$ cat config.mk
export PLATFORM = sky130hd
export DESIGN_NAME = icp_scatter_flat
export DESIGN_NICKNAME = d
export VERILOG_FILES = /design/src/rtl/icp_scatter_pkg.sv /design/src/rtl/icp_scatter_if.sv /design/src/rtl/icp_lane_reg.sv /design/src/rtl/icp_scatter.sv /design/src/flat_wrapper.sv
export SDC_FILE = /design/constraint.sdc
export NUM_CORES = 1
export LEC_CHECK = 0
export BUFFER_PORTS_ARGS = -buffer_cell sky130_fd_sc_hd__buf_4
export CAP_MARGIN = 15
export CORE_MARGIN = 5
export CORE_UTILIZATION = 50
export CTS_CLUSTER_DIAMETER = 40
export DETAILED_ROUTE_END_ITERATION = 10
export PLACE_DENSITY = 0.74
export SLEW_MARGIN = 25
export SYNTH_ARGS = -nofsm -noshare
export SYNTH_HDL_FRONTEND = slang
export SYNTH_SLANG_ARGS = --single-unit
$ cat constraint.sdc
create_clock -name clk -period 3.3 [get_ports clk]
set_input_delay 0.66 -clock clk [delete_from_list [all_inputs] [get_ports clk]]
set_output_delay 0.66 -clock clk [all_outputs]
set_load 0.03 [all_outputs]
$ cat src/rtl/icp_scatter_pkg.sv
// Shared CNN types for the channel scatter stage: PE lane status, scatter FSM
// state and the default word width / lane count defines.
`ifndef CNN_XLEN
`define CNN_XLEN 16
`endif
`ifndef ICP_NUM
`define ICP_NUM 4
`endif

package icp_scatter_pkg;

  typedef enum logic {
    INVALID = 1'b0,
    VALID   = 1'b1
  } pe_state_e;

  typedef enum logic {
    FILL = 1'b0,
    HOLD = 1'b1
  } scat_state_e;

endpackage

$ cat src/rtl/icp_scatter_if.sv
// Stream-in / lane-vector-out bundle between the activation buffer, the
// scatter stage and the PE array.
interface icp_scatter_if #(
  parameter int unsigned DATA_WID = `CNN_XLEN,
  parameter int unsigned ICP_NUM  = `ICP_NUM
) ();
  import icp_scatter_pkg::*;

  logic                       in_valid;
  logic signed [DATA_WID-1:0] in_data;
  logic                       in_last;
  logic                       in_ready;
  logic                       out_ready;
  pe_state_e                  status_out;
  logic signed [DATA_WID-1:0] data_out [ICP_NUM-1:0];

  modport master (
    output in_valid, in_data, in_last, out_ready,
    input  in_ready, status_out, data_out
  );

  modport slave (
    input  in_valid, in_data, in_last, out_ready,
    output in_ready, status_out, data_out
  );

endinterface

$ cat src/rtl/icp_lane_reg.sv
// One lane of the scatter assembly register: loads on write-enable, clears to
// zero when its group leaves so unfilled lanes of the next group read as padding.
module icp_lane_reg #(
  parameter int unsigned DATA_WID = 16
) (
  input  logic                       clk,
  input  logic                       reset,
  input  logic                       we,
  input  logic                       clr,
  input  logic signed [DATA_WID-1:0] d,
  output logic signed [DATA_WID-1:0] q
);

  always_ff @(posedge clk) begin
    if (reset || clr) begin
      q <= '0;
    end else if (we) begin
      q <= d;
    end
  end

endmodule

$ cat src/rtl/icp_scatter.sv
// Serial-to-parallel channel scatter: packs ICP_NUM activation words into a
// lane vector for the PE array. Define ICP_SCATTER_PERF_EN for the stall_cnt port.
module icp_scatter
  import icp_scatter_pkg::*;
#(
  parameter int unsigned DATA_WID = `CNN_XLEN,
  parameter int unsigned ICP_NUM  = `ICP_NUM
) (
  input  logic          clk,
  input  logic          reset,
  icp_scatter_if.slave  bus
`ifdef ICP_SCATTER_PERF_EN
  ,
  output logic [31:0]   stall_cnt
`endif
);

  localparam int unsigned CNT_W = (ICP_NUM > 1) ? $clog2(ICP_NUM) : 1;
  localparam logic [CNT_W-1:0] LAST_LANE = CNT_W'(ICP_NUM - 1);

  scat_state_e                state, state_nxt;
  logic        [CNT_W-1:0]    cnt;
  pe_state_e                  status_q;
  logic signed [DATA_WID-1:0] data_q  [ICP_NUM-1:0];
  logic signed [DATA_WID-1:0] asm_q   [ICP_NUM-1:0];
  logic signed [DATA_WID-1:0] group_c [ICP_NUM-1:0];
  logic        [ICP_NUM-1:0]  lane_we_c;

  logic in_ready_c, accept_c, close_c, slot_free_c;
  logic load_out_c, from_asm_c, clr_asm_c;

  assign in_ready_c     = (state == FILL);
  assign bus.in_ready   = in_ready_c;
  assign bus.status_out = status_q;
  assign bus.data_out   = data_q;

  assign accept_c    = bus.in_valid && in_ready_c;
  assign close_c     = accept_c && (bus.in_last || (cnt == LAST_LANE));
  assign slot_free_c = (status_q == INVALID) || bus.out_ready;

  // Group as it would look after this cycle's word lands; lanes past it are zero.
  always_comb begin
    for (int k = 0; k < int'(ICP_NUM); k++) begin
      lane_we_c[k] = accept_c && (cnt == CNT_W'(k));
      if (lane_we_c[k]) begin
        group_c[k] = bus.in_data;
      end else if (CNT_W'(k) > cnt) begin
        group_c[k] = '0;
      end else begin
        group_c[k] = asm_q[k];
      end
    end
  end

  for (genvar g = 0; g < int'(ICP_NUM); g++) begin : g_lane
    icp_lane_reg #(.DATA_WID(DATA_WID)) u_lane (
      .clk   (clk),
      .reset (reset),
      .we    (lane_we_c[g]),
      .clr   (clr_asm_c),
      .d     (bus.in_data),
      .q     (asm_q[g])
    );
  end

  always_ff @(posedge clk) begin
    if (reset) begin
      state <= FILL;
    end else begin
      state <= state_nxt;
    end
  end

  // Next state and transfer control between assembly register and output slot.
  always_comb begin
    state_nxt  = state;
    load_out_c = 1'b0;
    from_asm_c = 1'b0;
    clr_asm_c  = 1'b0;
    case (state)
      FILL: begin
        if (close_c) begin
          if (slot_free_c) begin
            load_out_c = 1'b1;
            clr_asm_c  = 1'b1;
          end else begin
            state_nxt = HOLD;
          end
        end
      end
      HOLD: begin
        if (bus.out_ready) begin
          load_out_c = 1'b1;
          from_asm_c = 1'b1;
          clr_asm_c  = 1'b1;
          state_nxt  = FILL;
        end
      end
      default: state_nxt = FILL;
    endcase
  end

  always_ff @(posedge clk) begin
    if (reset) begin
      cnt      <= '0;
      status_q <= INVALID;
      for (int k = 0; k < int'(ICP_NUM); k++) data_q[k] <= '0;
    end else begin
      if (accept_c) begin
        cnt <= close_c ? '0 : cnt + CNT_W'(1);
      end
      if (load_out_c) begin
        status_q <= VALID;
        for (int k = 0; k < int'(ICP_NUM); k++) begin
          data_q[k] <= from_asm_c ? asm_q[k] : group_c[k];
        end
      end else if ((status_q == VALID) && bus.out_ready) begin
        status_q <= INVALID;
      end
    end
  end

`ifdef ICP_SCATTER_PERF_EN
  // Upstream cycles lost to a full assembly register; sticks at all-ones.
  always_ff @(posedge clk) begin
    if (reset) begin
      stall_cnt <= '0;
    end else if (bus.in_valid && !in_ready_c && (stall_cnt != 32'hFFFF_FFFF)) begin
      stall_cnt <= stall_cnt + 32'd1;
    end
  end
`endif

endmodule

$ cat src/flat_wrapper.sv
// flat-port wrapper written by rule: the top's interface ports become plain ports
module icp_scatter_flat import icp_scatter_pkg::*;
#(
  parameter int unsigned DATA_WID = `CNN_XLEN,
  parameter int unsigned ICP_NUM  = `ICP_NUM
)
  (clk, reset, bus_in_valid, bus_in_data, bus_in_last, bus_out_ready, bus_in_ready, bus_status_out, bus_data_out);
  icp_scatter_if #(.DATA_WID(DATA_WID), .ICP_NUM(ICP_NUM)) bus_i ();
  input  logic clk;
  input  logic reset;
  input wire logic [$bits(bus_i.in_valid)-1:0] bus_in_valid;
  input wire logic [$bits(bus_i.in_data)-1:0] bus_in_data;
  input wire logic [$bits(bus_i.in_last)-1:0] bus_in_last;
  input wire logic [$bits(bus_i.out_ready)-1:0] bus_out_ready;
  output wire logic [$bits(bus_i.in_ready)-1:0] bus_in_ready;
  output wire logic [$bits(bus_i.status_out)-1:0] bus_status_out;
  output wire logic [$bits(bus_i.data_out)-1:0] bus_data_out;
  assign bus_i.in_valid = bus_in_valid;
  assign bus_i.in_data = bus_in_data;
  assign bus_i.in_last = bus_in_last;
  assign bus_i.out_ready = bus_out_ready;
  assign bus_in_ready = bus_i.in_ready;
  assign bus_status_out = bus_i.status_out;
  assign bus_data_out = {>>{bus_i.data_out}};
  icp_scatter #(.DATA_WID(DATA_WID), .ICP_NUM(ICP_NUM)) u_core (.clk(clk), .reset(reset), .bus(bus_i));
endmodule
==> results of run 1 <==
[per-layer routing]
layer	global-route usage [%]	vias to the layer above	wire [um]
met4	6.86	0	231
met1	32.3	2677	7650
met3	4.62	21	1220
li1	-	2569	-
met5	0	-	0
met2	38.3	237	8390
[through the flow]
step	hold WS, ps	power [uW]	instances
2_1_floorplan	453	2140	658
3_3_place_gp	456	2310	849
3_5_place_dp	457	2320	849
4_1_cts	466	4340	880
5_1_grt	487	4460	880
6_report	465	4320	880
[worst paths after layout]
| kind | start | to | slack [ps] | cells after the start |
|---|---|---|---|---|
| worst min-delay path | u_core.bus.data_out[22] | u_core.bus.data_out[22] | 470 | 2 |
| worst max-delay path | u_core.cnt[1] | u_core.bus.data_out[56] | 950 | 5 |
| worst max register to register | u_core.cnt[1] | u_core.bus.data_out[56] | 950 | 5 |
| worst min register to register | u_core.bus.data_out[22] | u_core.bus.data_out[22] | 470 | 2 |
[placed cells by master (no fill, tap or decap), drive strengths merged, types with 18 or more instances in the layout]
master    n
a211oi   28
a221oi   48
buf      98
clkbuf   18
dfxtp   132
inv      44
mux2i    37
nand2    34
nand3    32
nor2     34
nor3     65
[critical path, stage by stage, from the launching register on]
cell and delay, ps:
dfxtp_1 410, ha_1 460, buf_4 290, and3b_1 580
nand2_1 170, a311oi_1 330
[layout make-up]
class,count,area share (%)
clock buffers,18,5.96
clock inverters,13,2.65
multi-input cells,412,40.5
well taps,168,2.85
flip-flops and latches,132,35.9
inverters,39,1.99
repair buffers,98,10.2
[sequential cells by signal, summed over array words and instances, names as in the netlist]
name and count:
u_core.bus.data_out 64, u_core.bus.status_out 1, u_core.g_lane.u_lane.q 64, u_core.cnt 2, u_core.state 1
[where the power goes]
part / switching [uW] / internal (uW)
registers: 48.4 / 1670
logic: 371 / 208
clock network: 734 / 1290
total: 1150 / 3170
[cells by family (layout without fill, tap and decap cells)]
kind of cell / after synthesis / in the layout / synth area share, %
and+or+nand+nor: 202 / 202 / 17.1
AOI/OAI and AO/OA: 168 / 168 / 23.9
DFF: 132 / 132 / 42.7
buffers and inverters: 114 / 168 / 9.25
muxes: 37 / 37 / 5.98
adders and majority gates: 5 / 5 / 1.01
==> flow_metrics.env, run 1 <==
export IMPL_cts_root_buf="clkbuf_16"
export IMPL_synth_seq_cells=132
export IMPL_synth_common_cells="dfxtp_1 (132), nor3_1 (65), a221oi_1 (46)"
export IMPL_yosysSeqAreaShare_pct=42.7
export IMPL_first_iter_violations=725
export IMPL_syn2layout_area_growth_pct=19.0
export IMPL_worst_clock_skew_ps=9.07
export IMPL_viasPerCell=6.25
export IMPL_finalHoldViolations=0
export IMPL_tns_ps=0
export IMPL_filler_cell_count=997
export IMPL_outcome="complete, no violations"
export IMPL_p_leak_uw=0.00298
export IMPL_endpoint_kind="register"
export IMPL_max_slew_margin_pct=32.4
export IMPL_ant_nets=0
export IMPL_cts_max_level=4
export IMPL_seqCellArea_mm2=0.00264
export IMPL_antenna_found_initial=0
export IMPL_finalCriticalPeriod_ps=2350
export IMPL_fin_crit_sh_pct=71.2
export IMPL_setup_violations=0
export IMPL_synth_cell_types=41
export IMPL_avgSynthCellArea_um2=9.41
export IMPL_portBuffers=86
export IMPL_syn_area_mm2=0.00619
export IMPL_synth_nets=684
export IMPL_maxCapViolations=0
export IMPL_io_pins=87
export IMPL_dp_hpwl_um=10500
export IMPL_crit_path_start_kind="register"
export IMPL_cts_hold_buf=0
export IMPL_rows=40
export IMPL_drtPass1Iterations=5
export IMPL_cts_sinks=132
export IMPL_antenna_cells=0
export IMPL_crit_arrival_ps=2670
export IMPL_syn_inst=658
export IMPL_grt_overflow_total=0
export IMPL_rsz0062_at_grt="false"
export IMPL_clk_latency_ps=420
export IMPL_fp_coreArea_mm2=0.0121
export IMPL_yosysWarnings=0
export IMPL_ys_flop_type="dfxtp_1"
export IMPL_fin_util_pct=61.1
export IMPL_yosysMostFrequentCell="dfxtp_1"
export IMPL_initial_core_util_pct=51.3
export IMPL_place_area_mm2=0.00673
export IMPL_grt_max_degree=71
export IMPL_cts_buffers=17
export IMPL_vdd_drop_max_mv=0.348
export IMPL_yosys_area_top_type="dfxtp_1"
export IMPL_p_per_area_mw_per_mm2=587
export IMPL_cts_setup_buffers=0
export IMPL_path_clk_slew_ps=60
export IMPL_fin_area_mm2=0.00737
export IMPL_num_vias=5504
export IMPL_grt_usage_pct=23.7
export IMPL_ctsResizeCount=0
export IMPL_grt_pass1_wl_um=28000
export IMPL_synth_edf_count=0
export IMPL_die_y_um=121
export IMPL_wl_per_cell_um=19.9
export IMPL_synthTopCellsByArea="dfxtp_1 (43%), a221oi_1 (6.5%), mux2i_1 (6.0%)"
export IMPL_cts_tree="done"
export IMPL_layout_nets=726
export IMPL_place_congestion=0.782
export IMPL_async_flop_share_pct=0
export IMPL_path_max_fanout=16
export IMPL_max_freq_mhz=425
export IMPL_setup_ws_ps=949
export IMPL_hold_path_class="reg2reg"
export IMPL_grt_pass1_vias=5287
export IMPL_dieArea_mm2=0.0147
export IMPL_multi_input_area_mm2=0.00298
export IMPL_clk_path_buf_depth=2
export IMPL_critPathKind="reg2reg"
export IMPL_slew_violations=0
export IMPL_drc_errors=0
export IMPL_die_x_um=121
export IMPL_critPathRequiredTime_ps=3610
export IMPL_netlist_area_leader_share_pct=42.7
export IMPL_place_ws_ps=1040
export IMPL_wl_um=17500
export IMPL_drive_above_1_share_pct=22.8
export IMPL_worst_pin_slew_ps=1010
(Power assumes the default switching activity.)
==> inputs of run 2 (changes only) <==
- ABC_AREA: unset -> 1
- clock period: 3.3 -> 2.4 ns (I/O delays scaled with it)
==> flow_metrics.env, run 2 <==
export IMPL_drive_above_1_share_pct=20.3
export IMPL_slew_violations=0
export IMPL_avgSynthCellArea_um2=7.52
export IMPL_worstHoldPathCells=2
export IMPL_die_x_um=119
export IMPL_cts_root_buf="clkbuf_16"
export IMPL_met1_length_um=7050
export IMPL_maxCapViolations=0
export IMPL_first_iter_violations=287
export IMPL_max_slew_margin_pct=67.2
export IMPL_fin_crit_sh_pct=78.7
export IMPL_wl_met3_um=955
export IMPL_final_cell_mix="nand2_1 (174), dfxtp_1 (132), nand3_1 (113)"
export IMPL_initial_core_util_pct=50.3
export IMPL_portBuffers=86
export IMPL_layout_nets=884
export IMPL_crit_arrival_ps=2200
export IMPL_dp_hpwl_um=9760
export IMPL_wl_met2_um=6940
export IMPL_clk_latency_ps=420
export IMPL_drc_errors=0
export IMPL_cts_setup_buffers=0
export IMPL_yosysMostFrequentCell="nand2_1"
export IMPL_crit_path_start_kind="register"
export IMPL_slowest_stage="nand2_2"
export IMPL_synth_cell_types=25
export IMPL_seqCellArea_mm2=0.00264
export IMPL_finalCriticalPeriod_ps=1890
export IMPL_multi_input_area_mm2=0.00281
export IMPL_synth_common_cells="nand2_1 (174), dfxtp_1 (132), nand3_1 (113)"
export IMPL_grt_pass1_vias=5007
export IMPL_crit_family="simple AND/OR/NAND/NOR gates"
export IMPL_cts_max_level=4
export IMPL_ctsResizeCount=0
export IMPL_grt_overflow_total=0
export IMPL_viasPerCell=5.28
export IMPL_async_flop_share_pct=0
export IMPL_syn_inst=794
export IMPL_io_pins=87
export IMPL_filler_cell_count=1113
export IMPL_worst_pin_slew_ps=492
export IMPL_ys_flop_type="dfxtp_1"
export IMPL_crit_top_cell="nor2_1"
export IMPL_rsz0062_at_grt="false"
export IMPL_grt_pass1_wl_um=24600
export IMPL_grt_max_degree=65
export IMPL_outcome="complete, no violations"
export IMPL_vdd_drop_max_mv=0.399
export IMPL_cts_tree="done"
export IMPL_antenna_cells=0
export IMPL_synthTopCellsByArea="dfxtp_1 (44%), nand2_1 (11%), nand3_1 (9.5%)"
export IMPL_syn2layout_area_growth_pct=18.9
export IMPL_clk_path_buf_depth=2
export IMPL_critPathRequiredTime_ps=2710
export IMPL_critPathKind="reg2reg"
export IMPL_ant_nets=0
export IMPL_yosys_area_top_type="dfxtp_1"
export IMPL_path_max_fanout=17
export IMPL_critical_path_depth=7
export IMPL_setup_violations=0
export IMPL_grt_usage_pct=21.6
export IMPL_cts_hold_buf=0
export IMPL_tns_ps=0
export IMPL_finalHoldViolations=0
export IMPL_dieArea_mm2=0.0142
export IMPL_fin_area_mm2=0.00710
export IMPL_syn_area_mm2=0.00597
export IMPL_cts_sinks=132
export IMPL_cp_cell_sequence="inv_1, ha_1, nand3_2, nand2_2, a21oi_1, nor2_1, nor2_1"
export IMPL_wl_per_cell_um=15.2
export IMPL_drtPass1Iterations=5
export IMPL_cpPeakStageDelay_ps=440
export IMPL_worst_clock_skew_ps=5.81
export IMPL_ff2ff_path_depth=7
export IMPL_route_top_layer_used="met4"
export IMPL_p_per_area_mw_per_mm2=779
export IMPL_max_freq_mhz=529
export IMPL_cts_buffers=17
export IMPL_path_clk_slew_ps=50
export IMPL_antenna_found_initial=0
export IMPL_final_common_cell="nand2_1"
export IMPL_crit_buf_inv=1
export IMPL_synth_nets=820
export IMPL_fp_coreArea_mm2=0.0119
export IMPL_wl_um=15400
export IMPL_netlist_area_leader_share_pct=44.3
export IMPL_place_congestion=0.885
export IMPL_yosysWarnings=0
export IMPL_rows=40
export IMPL_place_area_mm2=0.00655
export IMPL_die_y_um=119
export IMPL_synth_seq_cells=132
export IMPL_endpoint_kind="register"
export IMPL_yosysSeqAreaShare_pct=44.3
export IMPL_hold_path_class="in2reg"
export IMPL_synth_edf_count=0
export IMPL_p_leak_uw=0.00311
export IMPL_num_vias=5366
run 2: changes by cell type after synthesis, sizes merged, moves of 28 or more:
cell,before,now
a221oi,48,0
nand2,34,194
nor3,65,0
a211oi,28,0
a21oi,16,99
nand3,32,116
mux2i,37,0
nand3b,4,32
nor2,34,100
run 2: worst reg2reg max path, stage by stage (launching register included):
cell     delay (ps)
dfxtp_1         340
inv_1           140
ha_1            200
nand3_2         340
nand2_2         440
a21oi_1         120
nor2_1          160
nor2_1           50
run 2: final timing paths:
| kind | from | to | slack [ps] |
|---|---|---|---|
| worst max-delay path | u_core.cnt[1] | u_core.bus.data_out[17] | 510 |
| worst min register to register | u_core.g_lane[2].u_lane.q[14] | u_core.g_lane[2].u_lane.q[14] | 460 |
| worst max register to register | u_core.cnt[1] | u_core.bus.data_out[17] | 510 |
| worst min-delay path | reset | u_core.cnt[1] | 370 |
run 2: where the power goes:
part	leakage, uW	switching (uW)	internal (uW)	total (uW)
Combinational	0.00176	520	256	776
Sequential	0.00108	46.3	2290	2340
Clock	0.000273	903	1510	2420
Total	0.00311	1470	4060	5530
run 2: through the flow:
step	worst slack (ps)	hold WS, ps	instances	util [%]	total power (uW)
finish	510	367	1016	59.8	5530
global route	362	376	1016	59.8	5730
detailed placement	525	452	986	55.2	3160
global placement	534	448	986	55.2	3150
CTS	522	368	1016	59.8	5550
floorplan	807	437	794	-	2930
run 2: kinds of logic (layout without fill, tap and decap cells):
group,Yosys count,after routing,synth area share (%)
AND/OR/NAND/NOR,442,442,34.4
buffers and inverters,99,174,8.62
flip-flops,132,132,44.3
AO/OA/AOI/OAI,116,116,11.7
adder cells (fa/ha/maj),5,5,1.05
run 2: layout make-up:
class                      instances  share of cell area [%]
multi-input combinational        563                    39.6
clock inverter                     5                   0.705
inverter                          45                    2.40
clock buffer                      25                    6.98
timing repair buffer              99                    10.5
sequential                       132                    37.2
tap                              147                    2.59
run 2: per-layer routing:
layer	vias up	global-route usage (%)
met5	-	0
met4	0	9.92
met3	40	5.03
met2	166	33.5
met1	2455	28.5
li1	2705	-
==> inputs of run 3 (changes only) <==
- PLACE_DENSITY: 0.74 -> 0.77
- clock period: 2.4 -> 1.6 ns (I/O delays scaled with it)
==> flow_metrics.env, run 3 (synthesis gave the netlist of run 2 again) <==
export IMPL_cts_buffers=17
export IMPL_crit_start="u_core.cnt[0]"
export IMPL_critPathRequiredTime_ps=1900
export IMPL_max_freq_mhz=662
export IMPL_rsz0062_at_grt="true"
export IMPL_timing_rr_end="u_core.bus.data_out[34]"
export IMPL_initial_core_util_pct=50.3
export IMPL_die_x_um=119
export IMPL_hold_path_class="in2reg"
export IMPL_maxCapViolations=0
export IMPL_fp_coreArea_mm2=0.0119
export IMPL_endpoint_kind="register"
export IMPL_path_max_fanout=32
export IMPL_wl_um=15700
export IMPL_critPathKind="reg2reg"
export IMPL_worst_pin_slew_ps=409
export IMPL_grt_overflow_total=0
export IMPL_syn2layout_area_growth_pct=22.2
export IMPL_final_cell_mix="nand2_1 (173), dfxtp_1 (130), nand3_1 (113)"
export IMPL_p_leak_uw=0.00319
export IMPL_p_total_uw=8170
export IMPL_slowest_stage="dfxtp_1"
export IMPL_drtPass1Iterations=5
export IMPL_grt_max_degree=46
export IMPL_cts_sinks=132
export IMPL_antenna_found_initial=0
export IMPL_path_clk_slew_ps=60
export IMPL_outcome="complete, no violations"
export IMPL_crit_path_start_kind="register"
export IMPL_max_slew_margin_pct=72.7
export IMPL_ant_nets=0
export IMPL_first_iter_violations=400
export IMPL_place_area_mm2=0.00672
export IMPL_num_vias=5451
export IMPL_dp_hpwl_um=10000
export IMPL_cp_cell_sequence="ha_1, inv_2, nand2_2, nand2_4, nand2_4, buf_12, nand3_1, nor2_1, nor2_1"
export IMPL_clk_path_buf_depth=2
export IMPL_io_pins=87
export IMPL_cts_tree="done"
export IMPL_die_y_um=119
export IMPL_slew_violations=0
export IMPL_dieArea_mm2=0.0142
export IMPL_finalCriticalPeriod_ps=1510
export IMPL_fin_crit_sh_pct=94.4
export IMPL_vdd_drop_max_mv=0.630
export IMPL_wl_per_cell_um=15.2
export IMPL_cts_setup_buffers=0
export IMPL_setup_worst_path_end="u_core.bus.data_out[34]"
export IMPL_viasPerCell=5.29
export IMPL_worst_clock_skew_ps=7.34
export IMPL_finalHoldViolations=0
export IMPL_final_common_cell="nand2_1"
export IMPL_grt_usage_pct=22.4
export IMPL_cts_root_buf="clkbuf_16"
export IMPL_ff2ff_path_depth=9
export IMPL_place_congestion=0.909
export IMPL_drc_errors=0
export IMPL_rows=40
export IMPL_clk_latency_ps=420
export IMPL_grt_pass1_wl_um=25500
export IMPL_grt_pass1_vias=5029
export IMPL_drive_above_1_share_pct=22.1
export IMPL_setup_violations=0
export IMPL_layout_nets=898
export IMPL_portBuffers=86
export IMPL_crit_arrival_ps=1810
export IMPL_r2r_start="u_core.cnt[0]"
export IMPL_worstHoldPathCells=3
export IMPL_fin_area_mm2=0.00729
export IMPL_reg2reg_slack_ps=90
export IMPL_cts_max_level=4
export IMPL_cpPeakStageDelay_ps=360
export IMPL_p_per_area_mw_per_mm2=1120
export IMPL_antenna_cells=0
run 3: how the worst min path moves through the flow:
| stage | end | from | slack, ps |
|---|---|---|---|
| 2_1_floorplan | u_core.g_lane[3].u_lane.q[15] | u_core.g_lane[3].u_lane.q[15] | 440 |
| 3_3_place_gp | u_core.g_lane[2].u_lane.q[11] | u_core.g_lane[2].u_lane.q[11] | 450 |
| 3_5_place_dp | u_core.g_lane[2].u_lane.q[12] | u_core.g_lane[2].u_lane.q[12] | 450 |
| 4_1_cts | u_core.g_lane[0].u_lane.q[13] | bus_in_data[13] | 200 |
| 5_1_grt | u_core.g_lane[0].u_lane.q[12] | bus_in_data[12] | 210 |
| 6_report | u_core.g_lane[3].u_lane.q[3] | bus_in_data[3] | 220 |
run 3: through the flow:
stage | TNS (ps) | setup WS [ps] | utilization, % | hold slack [ps] | std cells
after floorplan | 0 | 7.17 | - | 437 | 794
after global placement | 0 | 27.5 | 56.7 | 448 | 999
after detailed placement | -277 | -32.1 | 56.7 | 453 | 999
after CTS | 0 | 4.91 | 61.2 | 203 | 1030
after global routing | -18.8 | -9.92 | 61.5 | 209 | 1030
final | 0 | 89.9 | 61.5 | 215 | 1030
run 3: cell type report:
class	instances	area, um^2
tap	147	184
clock inverter	5	27.5
multi-input combinational	564	2850
inverter	45	171
timing repair buffer	112	927
fill	1087	4570
sequential	132	2650
clock buffer	25	485
run 3: layer usage:
metal / GRT usage, % / wire length (um)
met5: 0 / 0
met3: 5.98 / 1010
met4: 11.2 / 571
met2: 33.9 / 7100
met1: 29.4 / 7000
run 3: worst max-delay path: cells and delay by family, from the launching register on:
kind | cells | cell delay (ps)
buffers and inverters | 2 | 250
DFF | 1 | 360
adders and majority gates | 1 | 170
and+or+nand+nor | 6 | 600
run 3: what timing repair did:
item                       in CTS  in global routing
resized for setup               2                 10
setup endpoints to repair      64                113
hold buffers                    0                  0
hold endpoints to repair        0                  0
gates cloned                    1                  0
pin swaps                       1                  0
run 3: report_power, final:
group          leakage (uW)  internal [uW]  total (uW)  switching (uW)
registers           0.00108           3440        3510            68.3
clock network      0.000253           2070        3410            1340
logic               0.00187            438        1240             807
total               0.00319           5950        8170            2220
